File: config.mk
export PLATFORM = sky130hd
export DESIGN_NAME = byte_join_stream
export DESIGN_NICKNAME = d
export VERILOG_FILES = /design/src/rtl/byte_join_stream.sv
export SDC_FILE = /design/constraint.sdc
export NUM_CORES = 1
export LEC_CHECK = 0
export ABC_CLOCK_PERIOD_IN_PS = 4900
export CORE_ASPECT_RATIO = 0.5
export CORE_MARGIN = 3
export CORE_UTILIZATION = 35
export CTS_BUF_LIST = sky130_fd_sc_hd__clkbuf_4 sky130_fd_sc_hd__clkbuf_8 sky130_fd_sc_hd__clkbuf_16
export CTS_CLUSTER_SIZE = 40
export DETAILED_ROUTE_END_ITERATION = 8
export PLACE_DENSITY = 0.7
export SYNTH_ARGS = -nofsm -noshare
export SYNTH_HDL_FRONTEND = slang
export SYNTH_SLANG_ARGS = --single-unit
File: constraint.sdc
create_clock -name clk -period 4.9 [get_ports clk]
set_input_delay 0.735 -clock clk [delete_from_list [all_inputs] [get_ports clk]]
set_output_delay 0.735 -clock clk [all_outputs]
set_load 0.03 [all_outputs]
File: src/rtl/byte_join_stream.sv
// Packs a byte stream into BYTES-wide words with valid/ready on both sides.
// Optional partial-word flush is enabled by defining BYTE_JOIN_FLUSH_EN.
module byte_join_stream #(
    parameter int unsigned BYTES = 2,
    parameter int unsigned CW    = $clog2(BYTES + 1)
) (
    input  logic               clk,
    input  logic               reset,
    input  logic               msb_first,
    input  logic               in_valid,
    output logic               in_ready,
    input  logic [7:0]         in_data,
    input  logic               flush,
    output logic               out_valid,
    input  logic               out_ready,
    output logic [8*BYTES-1:0] out_data,
    output logic [CW-1:0]      out_len
);

    typedef enum logic [0:0] {StFill, StHold} state_e;

    state_e             state;
    logic [CW-1:0]      cnt;
    logic               order;
    logic [8*BYTES-1:0] data;

    logic               take;
    logic               give;
    logic               last;
    logic               wr_msb;
    logic [CW-1:0]      slot;
    logic [8*BYTES-1:0] merged;

`ifndef BYTE_JOIN_FLUSH_EN
    logic unused_flush;
    assign unused_flush = flush;
`endif

    always_comb begin
        in_ready = (state == StFill) || out_ready;
        take     = in_valid && in_ready;
        give     = out_valid && out_ready;
        last     = (cnt == CW'(BYTES - 1));
        // The first byte of a word uses the live order input; later bytes use the latched one.
        wr_msb   = (cnt == '0) ? msb_first : order;
        slot     = wr_msb ? (CW'(BYTES - 1) - cnt) : cnt;
        merged   = (state == StFill) ? data : '0;
        merged[{slot, 3'b000} +: 8] = in_data;
    end

    assign out_data = data;

    always_ff @(posedge clk) begin
        if (reset) begin
            state     <= StFill;
            cnt       <= '0;
            order     <= 1'b0;
            data      <= '0;
            out_valid <= 1'b0;
            out_len   <= '0;
        end else begin
            unique case (state)
                StFill: begin
                    if (take) begin
                        data <= merged;
                        if (cnt == '0) begin
                            order <= msb_first;
                        end
                    end
                    if (take && last) begin
                        state     <= StHold;
                        cnt       <= '0;
                        out_valid <= 1'b1;
                        out_len   <= CW'(BYTES);
`ifdef BYTE_JOIN_FLUSH_EN
                    end else if (flush && (take || (cnt != '0))) begin
                        state     <= StHold;
                        cnt       <= '0;
                        out_valid <= 1'b1;
                        out_len   <= cnt + CW'(take);
`endif
                    end else if (take) begin
                        cnt <= cnt + 1'b1;
                    end
                end
                StHold: begin
                    if (give) begin
                        state     <= StFill;
                        out_valid <= 1'b0;
                        out_len   <= '0;
                        if (take) begin
                            // Back-to-back: this byte opens the next word with no bubble.
                            data  <= merged;
                            cnt   <= CW'(1);
                            order <= msb_first;
                        end else begin
                            data <= '0;
                            cnt  <= '0;
                        end
                    end
                end
                default: state <= StFill;
            endcase
        end
    end

endmodule

# Word level (Yosys, flattened, before mapping)
# Index checks and enable logic that the tools add are counted.
totals:
  reg_bits: 23
  in_bits: 14
  output_inout_bits: 20
  word_cells: 53
op_classes:
  add_sub_neg: 3
  n_eq_ne: 6
  n_shift: 2
  muxes: 26
  bitwise_logic: 1
  n_reduce_logical: 9
op_table:
  columns: ["cell", "count"]
  rows:
  - ["two-way mux 16 bit", 4]
  - ["case mux 16 bit (2 select lines)", 1]
  - ["bitwise mux 16 bit", 1]
  - ["variable shift 8 x 7 -> 16 bit (first input constant)", 1]
  - ["variable part select 8 x 7 -> 16 bit", 1]
  - ["two-way mux 2 bit", 6]
  - ["two-way mux 1 bit", 9]
  - ["case mux 2 bit (2 select lines)", 2]
  - ["negation 5 -> 7 bit", 1]
  - ["!= test 2 x 1 -> 1 bit (second input constant)", 3]
  - ["case mux 1 bit (2 select lines)", 3]
  - ["AND reduction 2 bit", 3]
  - ["logical AND 1 bit", 3]
  - ["!= test 3 x 2 -> 1 bit (second input constant)", 1]
  - ["AND reduction 3 bit", 1]
  - ["adder 2 x 1 -> 2 bit (second input constant)", 1]
  - ["== test 2 x 1 -> 1 bit (second input constant)", 1]
  - ["zero test 2 bit", 1]
  - ["!= test 2 bit (second input constant)", 1]
  - ["subtractor 1 x 2 -> 2 bit (first input constant)", 1]
  - ["logical OR 1 bit", 1]
  - ["inverter 1 bit", 1]

# Logic depth before layout (Yosys ltp)
# Gate-level depths: netlist of the first run.
depth:
  word_depth: 9
  ltp_mapped: 9
  mapped_depth_nobuf: 7

# Worst setup path after synthesis of the first run
# Ideal clock, no wire load.
synth_path:
  path_kind: "input port to flip-flop"
  from: "input msb_first"
  to: "register data[0], in the netlist out_data[0]"
  setup_time_ns: 0.061
  t_arrival_ns: 2.163
  required_time_ns: 4.839
  path_slack_ns: 2.676
  cell_stages: 7
  path_buffers: 2
  cell_sequence: "a221oi_4 -> buf_8 -> ha_1 -> nand2b_1 -> buf_1 -> nor3b_1 -> a32o_1"
synth_between:
  elab_chain_len: 8
  word_cells_on_any_way: 10
  classes_between: "1 x add/sub; 2 x shift; 7 x mux"
synth_rtl:
  columns: ["item", "line_no", "text"]
  rows:
  - ["start, declared", "9", "input logic msb_first,"]
  - ["two-way mux 1 bit *", null, null]
  - ["two-way mux 2 bit *", "46", "slot = wr_msb ? (CW'(BYTES - 1) - cnt) : cnt;"]
  - ["negation 5 -> 7 bit *", "48", "merged[{slot, 3'b000} +: 8] = in_data;"]
  - ["variable part select 8 x 7 -> 16 bit or variable shift 8 x 7 -> 16 bit (tied branches)", "48", null]
  - ["bitwise mux 16 bit *", "48", null]
  - ["two-way mux 16 bit", "91", "if (take) begin"]
  - ["two-way mux 16 bit", "87", "if (give) begin"]
  - ["case mux 16 bit (2 select lines) *", "62", "unique case (state)"]
  - ["end signal, assigned", "65", "data <= merged;"]
  - ["end signal, assigned", "93", "data <= merged;"]
  - ["end, declared", "25", "logic [8*BYTES-1:0] data;"]
# Mark *: on every way between the ends. The rest lies on a longest branch, timed or not. The select of a mux whose other input is x is not followed.
# A chain may end at the register's enable or synchronous reset.

# Final worst setup path of the first run
layout_path:
  from: "input msb_first"
  to: "register data[7], in the netlist out_data[7]"
# Same word-level chain as after synthesis.

==> flow_summary.html, run 1 <==
<table>
<tr><th>Metric</th><th>Value</th></tr>
<tr><th colspan="2">Logic synthesis</th></tr>
<tr><td>Post-Synthesis Mean Instance Area</td><td>10.45 sq um</td></tr>
<tr><td>Largest family of logic cells by synthesized area</td><td>simple AND/OR/NAND/NOR gates</td></tr>
<tr><td>Summed instance area of the synthesized netlist</td><td>1119 sq um</td></tr>
<tr><td>Number of flip-flops and latches in the synthesized netlist</td><td>21</td></tr>
<tr><td>Share of the yosys chip area belonging to registers</td><td>37.58%</td></tr>
<tr><td>Post-Syn Instances</td><td>107</td></tr>
<tr><td>Compound-gate portion of the synthesized area</td><td>23.83%</td></tr>
<tr><td>Syn nets</td><td>124</td></tr>
<tr><td>Fraction of the mapped netlist area in simple logic gates</td><td>25.39%</td></tr>
<tr><td>Post-synthesis cell type count</td><td>33</td></tr>
<tr><td>Mux contribution to synthesized area</td><td>0.8949%</td></tr>
<tr><td>Total of warnings raised by yosys</td><td>0</td></tr>
<tr><td>Adder-Cell Fraction of Synth Area</td><td>3.356%</td></tr>
<tr><td>Xor-xnor portion of the synthesized cell area</td><td>0%</td></tr>
<tr><th colspan="2">Place</th></tr>
<tr><td>Final weighted congestion in routability-driven placement</td><td>0.6985</td></tr>
<tr><td>Hpwl dp</td><td>1768 um</td></tr>
<tr><td>Buffers added on ports</td><td>31</td></tr>
<tr><td>Number of placed cells counting well taps</td><td>163</td></tr>
<tr><th colspan="2">CTS</th></tr>
<tr><td>H-tree level count</td><td>1</td></tr>
<tr><td>Total clock buffers created by CTS</td><td>3</td></tr>
<tr><td>Clock tree from TritonCTS</td><td>built</td></tr>
<tr><td>Number of resized instances in the post-cts repair step</td><td>0</td></tr>
<tr><td>Buffers inserted by post-CTS timing repair</td><td>0</td></tr>
<tr><td>CTS Sinks</td><td>21</td></tr>
<tr><td>Clock Path Buffers</td><td>2</td></tr>
<tr><td>Root cell of the clock tree</td><td>clkbuf_8</td></tr>
<tr><td>Post-CTS Hold Fix Bufs</td><td>0</td></tr>
<tr><td>Clock transition at the register clock pins on the worst setup and hold paths after CTS</td><td>0.07 ns</td></tr>
<tr><td>Clock insertion delay at the later pin of the skew report</td><td>0.26 ns</td></tr>
<tr><th colspan="2">Final layout</th></tr>
<tr><td>Area growth syn-to-layout</td><td>29.87%</td></tr>
<tr><td>Highest-count cells in the layout ignoring fill and taps</td><td>31 x clkdlybuf4s50_1, 21 x dfxtp_1, 9 x nand3_1</td></tr>
<tr><td>Post-Route Utilization</td><td>51.62%</td></tr>
<tr><td>Fin nets</td><td>148</td></tr>
<tr><td>Post-route insts no fill</td><td>167</td></tr>
<tr><td>Most common cell after layout, fill and taps aside</td><td>clkdlybuf4s50_1</td></tr>
<tr><td>Layout cell share with drive strength beyond 1</td><td>13.08%</td></tr>
<tr><td>Number of fill cells</td><td>251</td></tr>
<tr><td>Diodes inserted</td><td>0</td></tr>
<tr><th colspan="2">Route</th></tr>
<tr><td>Average detailed-routed wire length per instance</td><td>14.98 um</td></tr>
<tr><td>Total via count in the routed design</td><td>882</td></tr>
<tr><td># DRC</td><td>0</td></tr>
<tr><td>Post-detailed-route count of antenna-violating nets</td><td>0</td></tr>
<tr><td>First DRT Iteration DRCs</td><td>95</td></tr>
<tr><td>Pre-antenna DRT Iters</td><td>4</td></tr>
<tr><td>Mean number of vias per cell</td><td>5.281</td></tr>
<tr><td>Total wirelength of the detailed-routed design</td><td>2501 um</td></tr>
<tr><th colspan="2">Setup path</th></tr>
<tr><td>Worst EP required</td><td>5.10 ns</td></tr>
<tr><td>Kind of launch point of the worst setup path</td><td>primary input</td></tr>
<tr><td>CP Capture Type</td><td>flop</td></tr>
<tr><td>Data arrival, critical path</td><td>3.20 ns</td></tr>
<tr><td>Highest fanout seen on the critical path</td><td>19</td></tr>
<tr><td>Crit path from</td><td>msb_first</td></tr>
<tr><td>RR Startpoint</td><td>cnt[0]</td></tr>
<tr><td>Kind of critical path</td><td>in2reg</td></tr>
<tr><th colspan="2">Floorplanning</th></tr>
<tr><td>Die Ht</td><td>45.98 um</td></tr>
<tr><td>X dimension of the die</td><td>85.95 um</td></tr>
<tr><td>Number of I/O pins</td><td>34</td></tr>
<tr><td>Overall die area</td><td>3952 sq um</td></tr>
<tr><td>Effective utilization at floorplan</td><td>39.75%</td></tr>
<tr><td>Area of the core</td><td>2814 sq um</td></tr>
<tr><td>Row Count</td><td>13</td></tr>
<tr><th colspan="2">Global route</th></tr>
<tr><td>Global-route wire length before repair</td><td>4091 um</td></tr>
<tr><td>Pin count of the biggest net entering global routing</td><td>23</td></tr>
<tr><td>Antenna violations before repair</td><td>0</td></tr>
<tr><td>GRT Residual Overflow</td><td>0</td></tr>
<tr><td>Global Route Usage Sum</td><td>13.58%</td></tr>
<tr><td>Via count of the first global-routing pass</td><td>779</td></tr>
<tr><th colspan="2">STA</th></tr>
<tr><td>Pins over their slew limit</td><td>0</td></tr>
<tr><td>Fin. Hold Viols</td><td>0</td></tr>
<tr><td>Fmax achieved</td><td>333.9 MHz</td></tr>
<tr><td>Slew at the pin with the worst max-slew slack</td><td>1.008 ns</td></tr>
<tr><td>Minimum clock period</td><td>2.995 ns</td></tr>
<tr><td>Setup_tns</td><td>0 ns</td></tr>
<tr><td>Finish-stage setup viols</td><td>0</td></tr>
<tr><td>Fin crit share</td><td>61.13%</td></tr>
<tr><td>Unrepaired setup endpoints after global routing</td><td>no</td></tr>
<tr><td>Worst clock skew</td><td>0.004440 ns</td></tr>
<tr><td>Worst slew margin relative to its limit</td><td>32.78%</td></tr>
<tr><td>Post-route worst hold slack</td><td>0.4695 ns</td></tr>
<tr><th colspan="2">Power</th></tr>
<tr><td>Worst vdd rail ir drop</td><td>0.1316 mV</td></tr>
<tr><td>Total Power</td><td>389.9 uW</td></tr>
<tr><td>Leakage power</td><td>0.4836 nW</td></tr>
<tr><td>Total power per unit cell area</td><td>268.4 nW/um^2</td></tr>
<tr><th colspan="2">Run status</th></tr>
<tr><td>Outcome</td><td>finished, final reports clean</td></tr>
<tr><th colspan="2">Worst hold path</th></tr>
<tr><td>Worst min-delay path category</td><td>reg2reg</td></tr>
<tr><td>Origin of the worst min-delay path</td><td>out_data[1]</td></tr>
<tr><th colspan="2">Job</th></tr>
<tr><td>Number of max-cap violations</td><td>0</td></tr>
</table>
==> metal layers <==
layer / track usage (%) / up-vias / share of wire (%)
met1: 21.57 / 414 / 53
met2: 16.85 / 22 / 40
met4: 3.785 / 0 / 1.1
met3: 3.791 / 2 / 5.0
met5: 0 / - / 0
li1: - / 444 / -
==> cells in the mapped netlist <==
| cell | n | area (sq um) |
|---|---|---|
| buf_1 | 1 | 3.750 |
| o31ai_2 | 8 | 100.1 |
| nor2_1 | 1 | 3.750 |
| a31oi_4 | 1 | 21.27 |
| o211ai_1 | 1 | 7.510 |
| nor2b_1 | 2 | 12.51 |
| nand3_1 | 9 | 45.04 |
| buf_4 | 3 | 22.52 |
| and2_1 | 1 | 6.260 |
| mux2i_1 | 1 | 10.01 |
| buf_8 | 1 | 15.01 |
| nand2_1 | 3 | 11.26 |
| inv_1 | 1 | 3.750 |
| and3_1 | 1 | 6.260 |
| clkbuf_1 | 4 | 15.01 |
| and3b_1 | 1 | 8.760 |
| nor3b_1 | 8 | 60.06 |
| clkbuf_2 | 2 | 10.01 |
| bufinv_8 | 1 | 17.52 |
| nand2b_1 | 5 | 31.28 |
| conb_1 | 1 | 3.750 |
| buf_2 | 1 | 5.000 |
| inv_2 | 1 | 3.750 |
| a21bo_2 | 1 | 10.01 |
| ha_1 | 3 | 37.54 |
| a32o_1 | 8 | 80.08 |
| o221a_1 | 1 | 11.26 |
| nand3b_1 | 3 | 22.52 |
| dfxtp_1 | 21 | 420.4 |
| and2_0 | 1 | 6.260 |
| a21oi_1 | 2 | 10.01 |
| a221oi_4 | 1 | 26.28 |
| nand4b_1 | 8 | 70.07 |
==> cell type report <==
type / instances / area, sq um / share of cell area [%]
sequential: 21 / 420.4 / 28.94
clock buffer: 4 / 48.80 / 3.359
tap: 37 / 46.29 / 3.187
timing repair buffer: 31 / 310.3 / 21.36
multi-input combinational: 71 / 601.8 / 41.43
inverter: 3 / 25.02 / 1.723
==> state kept, by name (all words and copies together), names as in the netlist <==
signal and cells:
out_len 1, out_data 16, state 1, order 1
cnt 2
==> worst paths after layout <==
kind                  to  slack (ns)  cells after the start
min          out_data[1]        0.47                      1
max reg2reg  out_data[7]        2.25                      6
min reg2reg  out_data[1]        0.47                      1
max          out_data[7]        1.90                      6
==> worst max-delay path, stage by stage <==
cell and delay (ns):
clkdlybuf4s50_1 0.46, a221oi_4 0.86, ha_1 0.39, nand2b_1 0.26, nor3b_1 0.28, a32o_1 0.20
==> metrics by stage <==
step	area [sq um]	setup slack, ns
2_1_floorplan	1119	2.676
3_3_place_gp	1404	1.708
3_5_place_dp	1404	1.663
4_1_cts	1453	1.911
5_1_grt	1453	1.681
6_report	1453	1.905
==> where the power goes <==
part	internal (mW)	switching, mW	total (mW)
sequential	0.176	0.00629	0.183
combinational	0.0366	0.0514	0.0880
clock	0.0635	0.0557	0.119
==> kinds of logic after synthesis <==
family,count (synthesis)
simple gates,43
compound gates,23
mux,1
other cells,1
fa+ha+maj,3
flops,21
buf+inv,15
Power figures use the tool's default switching activity.
==> run 2, diff against run 1 <==
--- a/config.mk
+++ b/config.mk
@@ -5,7 +5,7 @@
 export SDC_FILE = /design/constraint.sdc
 export NUM_CORES = 1
 export LEC_CHECK = 0
-export ABC_CLOCK_PERIOD_IN_PS = 4900
+export ABC_CLOCK_PERIOD_IN_PS = 3010
 export CORE_ASPECT_RATIO = 0.5
 export CORE_MARGIN = 3
 export CORE_UTILIZATION = 35
==> constraint.sdc (replaced) <==
create_clock -name clk -period 3.01 [get_ports clk]
set_input_delay 0.4515 -clock clk [delete_from_list [all_inputs] [get_ports clk]]
set_output_delay 0.4515 -clock clk [all_outputs]
set_load 0.03 [all_outputs]
==> run 2 against run 1 <==
- wire length increased by 5.0%
- sequential power grew 62%
- clock skew fell by 0.00097 ns
- register-to-register slack lost 1.6 ns
- power increased by 64%
- critical path type unchanged
==> flow_summary.html, run 2 (synthesized netlist as in run 1, its figures left out) <==
<table>
<tr><th>Metric</th><th>Value</th></tr>
<tr><th colspan="2">STA</th></tr>
<tr><td>Fin crit share</td><td>80.05%</td></tr>
<tr><td>Minimum clock period</td><td>2.409 ns</td></tr>
<tr><td>Least setup slack across all paths after layout</td><td>0.6006 ns</td></tr>
<tr><td>Worst slew margin relative to its limit</td><td>62.60%</td></tr>
<tr><td>Fmax achieved</td><td>415.0 MHz</td></tr>
<tr><td>Finish-stage setup viols</td><td>0</td></tr>
<tr><td>Worst clock skew</td><td>0.003468 ns</td></tr>
<tr><td>Pins over their slew limit</td><td>0</td></tr>
<tr><td>Fin. Hold Viols</td><td>0</td></tr>
<tr><td>Setup_tns</td><td>0 ns</td></tr>
<tr><td>Unrepaired setup endpoints after global routing</td><td>no</td></tr>
<tr><td>Post-route worst hold slack</td><td>0.4758 ns</td></tr>
<tr><td>Slew at the pin with the worst max-slew slack</td><td>0.5610 ns</td></tr>
<tr><th colspan="2">Floorplanning</th></tr>
<tr><td>Overall die area</td><td>3952 sq um</td></tr>
<tr><td>Effective utilization at floorplan</td><td>39.75%</td></tr>
<tr><td>X dimension of the die</td><td>85.95 um</td></tr>
<tr><td>Number of I/O pins</td><td>34</td></tr>
<tr><td>Die Ht</td><td>45.98 um</td></tr>
<tr><td>Area of the core</td><td>2814 sq um</td></tr>
<tr><td>Row Count</td><td>13</td></tr>
<tr><th colspan="2">Job</th></tr>
<tr><td>Number of max-cap violations</td><td>0</td></tr>
<tr><th colspan="2">Final layout</th></tr>
<tr><td>Highest-count cells in the layout ignoring fill and taps</td><td>31 x clkdlybuf4s50_1, 21 x dfxtp_1, 9 x nand3_1</td></tr>
<tr><td>Number of fill cells</td><td>255</td></tr>
<tr><td>Layout cell share with drive strength beyond 1</td><td>14.39%</td></tr>
<tr><td>Fin nets</td><td>150</td></tr>
<tr><td>Most common cell after layout, fill and taps aside</td><td>clkdlybuf4s50_1</td></tr>
<tr><td>Diodes inserted</td><td>0</td></tr>
<tr><td>Max reg flops</td><td>16</td></tr>
<tr><td>Post-route insts no fill</td><td>169</td></tr>
<tr><td>Area growth syn-to-layout</td><td>31.21%</td></tr>
<tr><th colspan="2">CTS</th></tr>
<tr><td>Clock tree from TritonCTS</td><td>built</td></tr>
<tr><td>Total clock buffers created by CTS</td><td>3</td></tr>
<tr><td>Clock Path Buffers</td><td>2</td></tr>
<tr><td>CTS Sinks</td><td>21</td></tr>
<tr><td>H-tree level count</td><td>1</td></tr>
<tr><td>Clock transition at the register clock pins on the worst setup and hold paths after CTS</td><td>0.08 ns</td></tr>
<tr><td>Root cell of the clock tree</td><td>clkbuf_8</td></tr>
<tr><td>Number of resized instances in the post-cts repair step</td><td>0</td></tr>
<tr><td>Clock insertion delay at the later pin of the skew report</td><td>0.26 ns</td></tr>
<tr><td>Buffers inserted by post-CTS timing repair</td><td>0</td></tr>
<tr><td>Post-CTS Hold Fix Bufs</td><td>0</td></tr>
<tr><th colspan="2">Global route</th></tr>
<tr><td>Global-route wire length before repair</td><td>4181 um</td></tr>
<tr><td>Global Route Usage Sum</td><td>13.90%</td></tr>
<tr><td>Pin count of the biggest net entering global routing</td><td>22</td></tr>
<tr><td>Antenna violations before repair</td><td>0</td></tr>
<tr><td>GRT Residual Overflow</td><td>0</td></tr>
<tr><td>Via count of the first global-routing pass</td><td>828</td></tr>
<tr><th colspan="2">Route</th></tr>
<tr><td>Pre-antenna DRT Iters</td><td>4</td></tr>
<tr><td>Post-detailed-route count of antenna-violating nets</td><td>0</td></tr>
<tr><td>First DRT Iteration DRCs</td><td>62</td></tr>
<tr><td># DRC</td><td>0</td></tr>
<tr><td>Average detailed-routed wire length per instance</td><td>15.53 um</td></tr>
<tr><td>Total wirelength of the detailed-routed design</td><td>2625 um</td></tr>
<tr><td>Total via count in the routed design</td><td>920</td></tr>
<tr><td>Mean number of vias per cell</td><td>5.444</td></tr>
<tr><th colspan="2">Worst hold path</th></tr>
<tr><td>Worst min-delay path category</td><td>reg2reg</td></tr>
<tr><td>Origin of the worst min-delay path</td><td>out_data[1]</td></tr>
<tr><th colspan="2">Setup path</th></tr>
<tr><td>RR Startpoint</td><td>cnt[0]</td></tr>
<tr><td>Data arrival, critical path</td><td>2.59 ns</td></tr>
<tr><td>Worst EP required</td><td>3.19 ns</td></tr>
<tr><td>Kind of critical path</td><td>in2reg</td></tr>
<tr><td>Kind of launch point of the worst setup path</td><td>primary input</td></tr>
<tr><td>Crit path from</td><td>msb_first</td></tr>
<tr><td>CP Capture Type</td><td>flop</td></tr>
<tr><td>Highest fanout seen on the critical path</td><td>12</td></tr>
<tr><td>Setup slack on the worst flop-to-flop path</td><td>0.64 ns</td></tr>
<tr><th colspan="2">Place</th></tr>
<tr><td>Buffers added on ports</td><td>31</td></tr>
<tr><td>Number of placed cells counting well taps</td><td>165</td></tr>
<tr><td>Worst slack at placement</td><td>0.3960 ns</td></tr>
<tr><td>Final weighted congestion in routability-driven placement</td><td>0.7265</td></tr>
<tr><td>Hpwl dp</td><td>1860 um</td></tr>
<tr><th colspan="2">Run status</th></tr>
<tr><td>Outcome</td><td>finished, final reports clean</td></tr>
<tr><th colspan="2">Power</th></tr>
<tr><td>Leakage power</td><td>0.4932 nW</td></tr>
<tr><td>Total power per unit cell area</td><td>435.0 nW/um^2</td></tr>
<tr><td>Worst vdd rail ir drop</td><td>0.1902 mV</td></tr>
</table>
run 2: cell count changes in the layout (fill, tap and decap cells not counted):
cell and change:
buf_4 +2
run 2: power by group:
part | switching, mW | total, mW | internal (mW)
clock | 0.0887 | 0.192 | 0.103
combinational | 0.0864 | 0.149 | 0.0627
sequential | 0.0102 | 0.297 | 0.287
run 2: metal layers:
metal / part of all wire, % / track usage [%]
met1: 52 / 21.37
met2: 41 / 17.61
met3: 5.8 / 4.152
met4: 0.88 / 4.732
met5: 0 / 0
run 2: area by class of cell:
| class | count | area [sq um] | share of cell area (%) |
|---|---|---|---|
| Tap cell | 37 | 46.29 | 3.154 |
| Sequential cell | 21 | 420.4 | 28.64 |
| Clock buffer | 4 | 48.80 | 3.325 |
| Inverter | 3 | 25.02 | 1.705 |
| Multi-Input combinational cell | 71 | 601.8 | 41.01 |
| Timing Repair Buffer | 33 | 325.3 | 22.17 |
run 2: stage by stage:
| step | util, % | area (sq um) | power [mW] |
|---|---|---|---|
| 4_1_cts | 52.16 | 1468 | 0.6446 |
| 5_1_grt | 52.16 | 1468 | 0.6692 |
| 3_5_place_dp | 50.42 | 1419 | 0.4510 |
| 2_1_floorplan | - | 1119 | 0.4077 |
| 3_3_place_gp | 50.42 | 1419 | 0.4492 |
| 6_report | 52.16 | 1468 | 0.6385 |
run 2: worst max-delay path, stage by stage:
cell and delay, ns:
clkdlybuf4s50_1 0.46, a221oi_4 0.53, ha_1 0.23, nor2b_1 0.48, nand4b_1 0.23, o31ai_2 0.20
run 2: final timing paths:
check / endpoint / depth (start not counted)
setup / recovery: out_data[10] / 6
hold / removal: out_data[1] / 1
setup reg to reg: out_data[10] / 6
hold reg to reg: out_data[1] / 1
==> run 3, diff against run 2 <==
--- a/config.mk
+++ b/config.mk
@@ -5,14 +5,14 @@
 export SDC_FILE = /design/constraint.sdc
 export NUM_CORES = 1
 export LEC_CHECK = 0
-export ABC_CLOCK_PERIOD_IN_PS = 3010
+export ABC_CLOCK_PERIOD_IN_PS = 2100
 export CORE_ASPECT_RATIO = 0.5
 export CORE_MARGIN = 3
 export CORE_UTILIZATION = 35
 export CTS_BUF_LIST = sky130_fd_sc_hd__clkbuf_4 sky130_fd_sc_hd__clkbuf_8 sky130_fd_sc_hd__clkbuf_16
 export CTS_CLUSTER_SIZE = 40
 export DETAILED_ROUTE_END_ITERATION = 8
-export PLACE_DENSITY = 0.7
+export PLACE_DENSITY = 0.72
 export SYNTH_ARGS = -nofsm -noshare
 export SYNTH_HDL_FRONTEND = slang
 export SYNTH_SLANG_ARGS = --single-unit
==> constraint.sdc (replaced) <==
create_clock -name clk -period 2.1 [get_ports clk]
set_input_delay 0.315 -clock clk [delete_from_list [all_inputs] [get_ports clk]]
set_output_delay 0.315 -clock clk [all_outputs]
set_load 0.03 [all_outputs]
==> run 3 against run 2 <==
- sequential share of layout area shrank 0.99 points
- die area is the same
- final cell count grew 4.1%
- critical path depth is the same
- critical endpoint is now out_data[7]
- largest power group unchanged
==> flow_summary.html, run 3 (synthesized netlist as in run 1, its figures left out) <==
<table>
<tr><th>Metric</th><th>Value</th></tr>
<tr><th colspan="2">Power</th></tr>
<tr><td>Sequential fraction of design power</td><td>45.7%</td></tr>
<tr><td>Switching power total</td><td>268.7 uW</td></tr>
<tr><td>Clock power frac</td><td>29.9%</td></tr>
<tr><td>Total power per unit cell area</td><td>613.9 nW/um^2</td></tr>
<tr><td>Worst vdd rail ir drop</td><td>0.2127 mV</td></tr>
<tr><td>Switch share</td><td>28.79%</td></tr>
<tr><td>Internal power</td><td>664.5 uW</td></tr>
<tr><td>Combinational power share</td><td>24.5%</td></tr>
<tr><td>Leakage power</td><td>0.5264 nW</td></tr>
<tr><th colspan="2">Final layout</th></tr>
<tr><td>Layout cell share with drive strength beyond 1</td><td>18.71%</td></tr>
<tr><td>Max reg flops</td><td>16</td></tr>
<tr><td>Post-route insts no fill</td><td>176</td></tr>
<tr><td>Most common cell after layout, fill and taps aside</td><td>clkdlybuf4s50_1</td></tr>
<tr><td>Design Area, Final</td><td>1520 sq um</td></tr>
<tr><td>Area growth syn-to-layout</td><td>35.91%</td></tr>
<tr><td>Fin nets</td><td>157</td></tr>
<tr><td>Diodes inserted</td><td>0</td></tr>
<tr><td>Highest-count cells in the layout ignoring fill and taps</td><td>31 x clkdlybuf4s50_1, 21 x dfxtp_1, 9 x nand3_1, 9 x buf_4</td></tr>
<tr><td>Post-Route Utilization</td><td>54.02%</td></tr>
<tr><th colspan="2">Place</th></tr>
<tr><td>Placed instance area</td><td>1471 sq um</td></tr>
<tr><td>Number of placed cells counting well taps</td><td>172</td></tr>
<tr><td>Final weighted congestion in routability-driven placement</td><td>0.7612</td></tr>
<tr><td>Worst slack at placement</td><td>-0.001140 ns</td></tr>
<tr><td>Hpwl dp</td><td>1964 um</td></tr>
<tr><td>Buffers added on ports</td><td>31</td></tr>
<tr><th colspan="2">Setup path</th></tr>
<tr><td>Setup slack on the worst flop-to-flop path</td><td>0.15 ns</td></tr>
<tr><td>Reg2reg path depth</td><td>6</td></tr>
<tr><td>Worst EP required</td><td>2.30 ns</td></tr>
<tr><td>Crit path from</td><td>cnt[0]</td></tr>
<tr><td>R2R Path End</td><td>out_data[7]</td></tr>
<tr><td>CP Capture Type</td><td>flop</td></tr>
<tr><td>Ordered cell list for the critical path</td><td>and3b_1 &gt; a221oi_4 &gt; ha_1 &gt; nand2b_1 &gt; nor3b_1 &gt; a32o_1</td></tr>
<tr><td>Master of the slowest instance on the critical path</td><td>dfxtp_1</td></tr>
<tr><td>RR Startpoint</td><td>cnt[0]</td></tr>
<tr><td>Kind of critical path</td><td>reg2reg</td></tr>
<tr><td>Worst path buffer plus inverter count</td><td>0</td></tr>
<tr><td>Kind of cell adding the most delay to the critical path</td><td>simple AND/OR/NAND/NOR gates</td></tr>
<tr><td>Kind of launch point of the worst setup path</td><td>flop</td></tr>
<tr><td>Maximum single-stage delay on the critical path</td><td>0.45 ns</td></tr>
<tr><td>Highest fanout seen on the critical path</td><td>8</td></tr>
<tr><td>Data arrival, critical path</td><td>2.16 ns</td></tr>
<tr><th colspan="2">CTS</th></tr>
<tr><td>Total clock buffers created by CTS</td><td>3</td></tr>
<tr><td>Post-CTS Hold Fix Bufs</td><td>0</td></tr>
<tr><td>Root cell of the clock tree</td><td>clkbuf_8</td></tr>
<tr><td>Number of resized instances in the post-cts repair step</td><td>0</td></tr>
<tr><td>Clock transition at the register clock pins on the worst setup and hold paths after CTS</td><td>0.08 ns</td></tr>
<tr><td>CTS Sinks</td><td>21</td></tr>
<tr><td>Clock insertion delay at the later pin of the skew report</td><td>0.26 ns</td></tr>
<tr><td>Clock Path Buffers</td><td>2</td></tr>
<tr><td>Buffers inserted by post-CTS timing repair</td><td>0</td></tr>
<tr><td>Clock tree from TritonCTS</td><td>built</td></tr>
<tr><td>H-tree level count</td><td>1</td></tr>
<tr><th colspan="2">Route</th></tr>
<tr><td>Total via count in the routed design</td><td>941</td></tr>
<tr><td>Routed length on met3</td><td>169 um</td></tr>
<tr><td>First DRT Iteration DRCs</td><td>80</td></tr>
<tr><td>Highest metal layer with signal wires</td><td>met3</td></tr>
<tr><td># DRC</td><td>0</td></tr>
<tr><td>Routed met2 length</td><td>1098 um</td></tr>
<tr><td>Mean number of vias per cell</td><td>5.347</td></tr>
<tr><td>Average detailed-routed wire length per instance</td><td>14.57 um</td></tr>
<tr><td>Post-detailed-route count of antenna-violating nets</td><td>0</td></tr>
<tr><td>Routed metal-1 wirelength</td><td>1295 um</td></tr>
<tr><td>Total wirelength of the detailed-routed design</td><td>2564 um</td></tr>
<tr><td>Pre-antenna DRT Iters</td><td>6</td></tr>
<tr><th colspan="2">STA</th></tr>
<tr><td>Unrepaired setup endpoints after global routing</td><td>no</td></tr>
<tr><td>Fmax achieved</td><td>512.2 MHz</td></tr>
<tr><td>Finish-stage setup viols</td><td>0</td></tr>
<tr><td>Fin. Hold Viols</td><td>0</td></tr>
<tr><td>Post-route worst hold slack</td><td>0.4683 ns</td></tr>
<tr><td>Fin crit share</td><td>92.96%</td></tr>
<tr><td>Pins over their slew limit</td><td>0</td></tr>
<tr><td>Worst clock skew</td><td>0.006877 ns</td></tr>
<tr><td>Least setup slack across all paths after layout</td><td>0.1478 ns</td></tr>
<tr><td>Minimum clock period</td><td>1.952 ns</td></tr>
<tr><th colspan="2">Floorplanning</th></tr>
<tr><td>Overall die area</td><td>3952 sq um</td></tr>
<tr><td>Area of the core</td><td>2814 sq um</td></tr>
<tr><td>Row Count</td><td>13</td></tr>
<tr><td>X dimension of the die</td><td>85.95 um</td></tr>
<tr><td>Effective utilization at floorplan</td><td>39.75%</td></tr>
<tr><td>Die Ht</td><td>45.98 um</td></tr>
<tr><td>Number of I/O pins</td><td>34</td></tr>
<tr><th colspan="2">Global route</th></tr>
<tr><td>Via count of the first global-routing pass</td><td>888</td></tr>
<tr><td>Global-route wire length before repair</td><td>4278 um</td></tr>
<tr><td>Pin count of the biggest net entering global routing</td><td>13</td></tr>
<tr><td>GRT Residual Overflow</td><td>0</td></tr>
<tr><td>Antenna violations before repair</td><td>0</td></tr>
<tr><td>Global Route Usage Sum</td><td>13.84%</td></tr>
<tr><th colspan="2">Worst hold path</th></tr>
<tr><td>Hold Path Sink</td><td>out_data[6]</td></tr>
<tr><td>Worst min-delay path category</td><td>reg2reg</td></tr>
<tr><td>Cells on Worst Hold Path</td><td>1</td></tr>
<tr><td>Origin of the worst min-delay path</td><td>out_data[6]</td></tr>
<tr><th colspan="2">Run status</th></tr>
<tr><td>Outcome</td><td>finished, final reports clean</td></tr>
<tr><th colspan="2">Job</th></tr>
<tr><td>Number of max-cap violations</td><td>0</td></tr>
</table>
[run 3: power by group through the flow]
stage	clock (mW)	combinational, mW	sequential (mW)
after floorplan	0	0.136	0.448
after global placement	0	0.226	0.435
after detailed placement	0	0.227	0.435
after CTS	0.287	0.228	0.426
after global routing	0.312	0.248	0.429
final	0.279	0.228	0.426
[run 3: layout make-up]
class	count	area, sq um
flip-flops and latches	21	420.4
well taps	37	46.29
repair buffers	40	377.9
multi-input cells	71	601.8
clock buffers	4	48.80
inverters	3	25.02
fillers	258	1294
[run 3: layer usage]
layer	global-route usage [%]	vias up
li1	-	462
met5	0	-
met1	19.98	446
met2	21.29	33
met4	0.9464	0
met3	3.971	0
[run 3: how the worst max path moves through the flow]
stage | to | slack, ns | cells after the start
6_report | out_data[7] | 0.15 | 6
5_1_grt | out_data[7] | 0.0007 | 6
4_1_cts | out_data[7] | 0.15 | 6
3_5_place_dp | out_data[7] | -0.001 | 6
3_3_place_gp | out_data[6] | 0.04 | 6
2_1_floorplan | out_data[0] | 0.03 | 8
[run 3: metrics by stage]
step	power (mW)	setup TNS [ns]
after global routing	0.9894	0
final	0.9332	0
after detailed placement	0.6625	-0.001140
after CTS	0.9414	0
after global placement	0.6609	0
after floorplan	0.5844	0
[run 3: worst reg2reg max path: stages, from the launching register on]
cell and delay, ns:
dfxtp_1 0.45, and3b_1 0.24, a221oi_4 0.20, ha_1 0.28, nand2b_1 0.26, nor3b_1 0.27, a32o_1 0.19
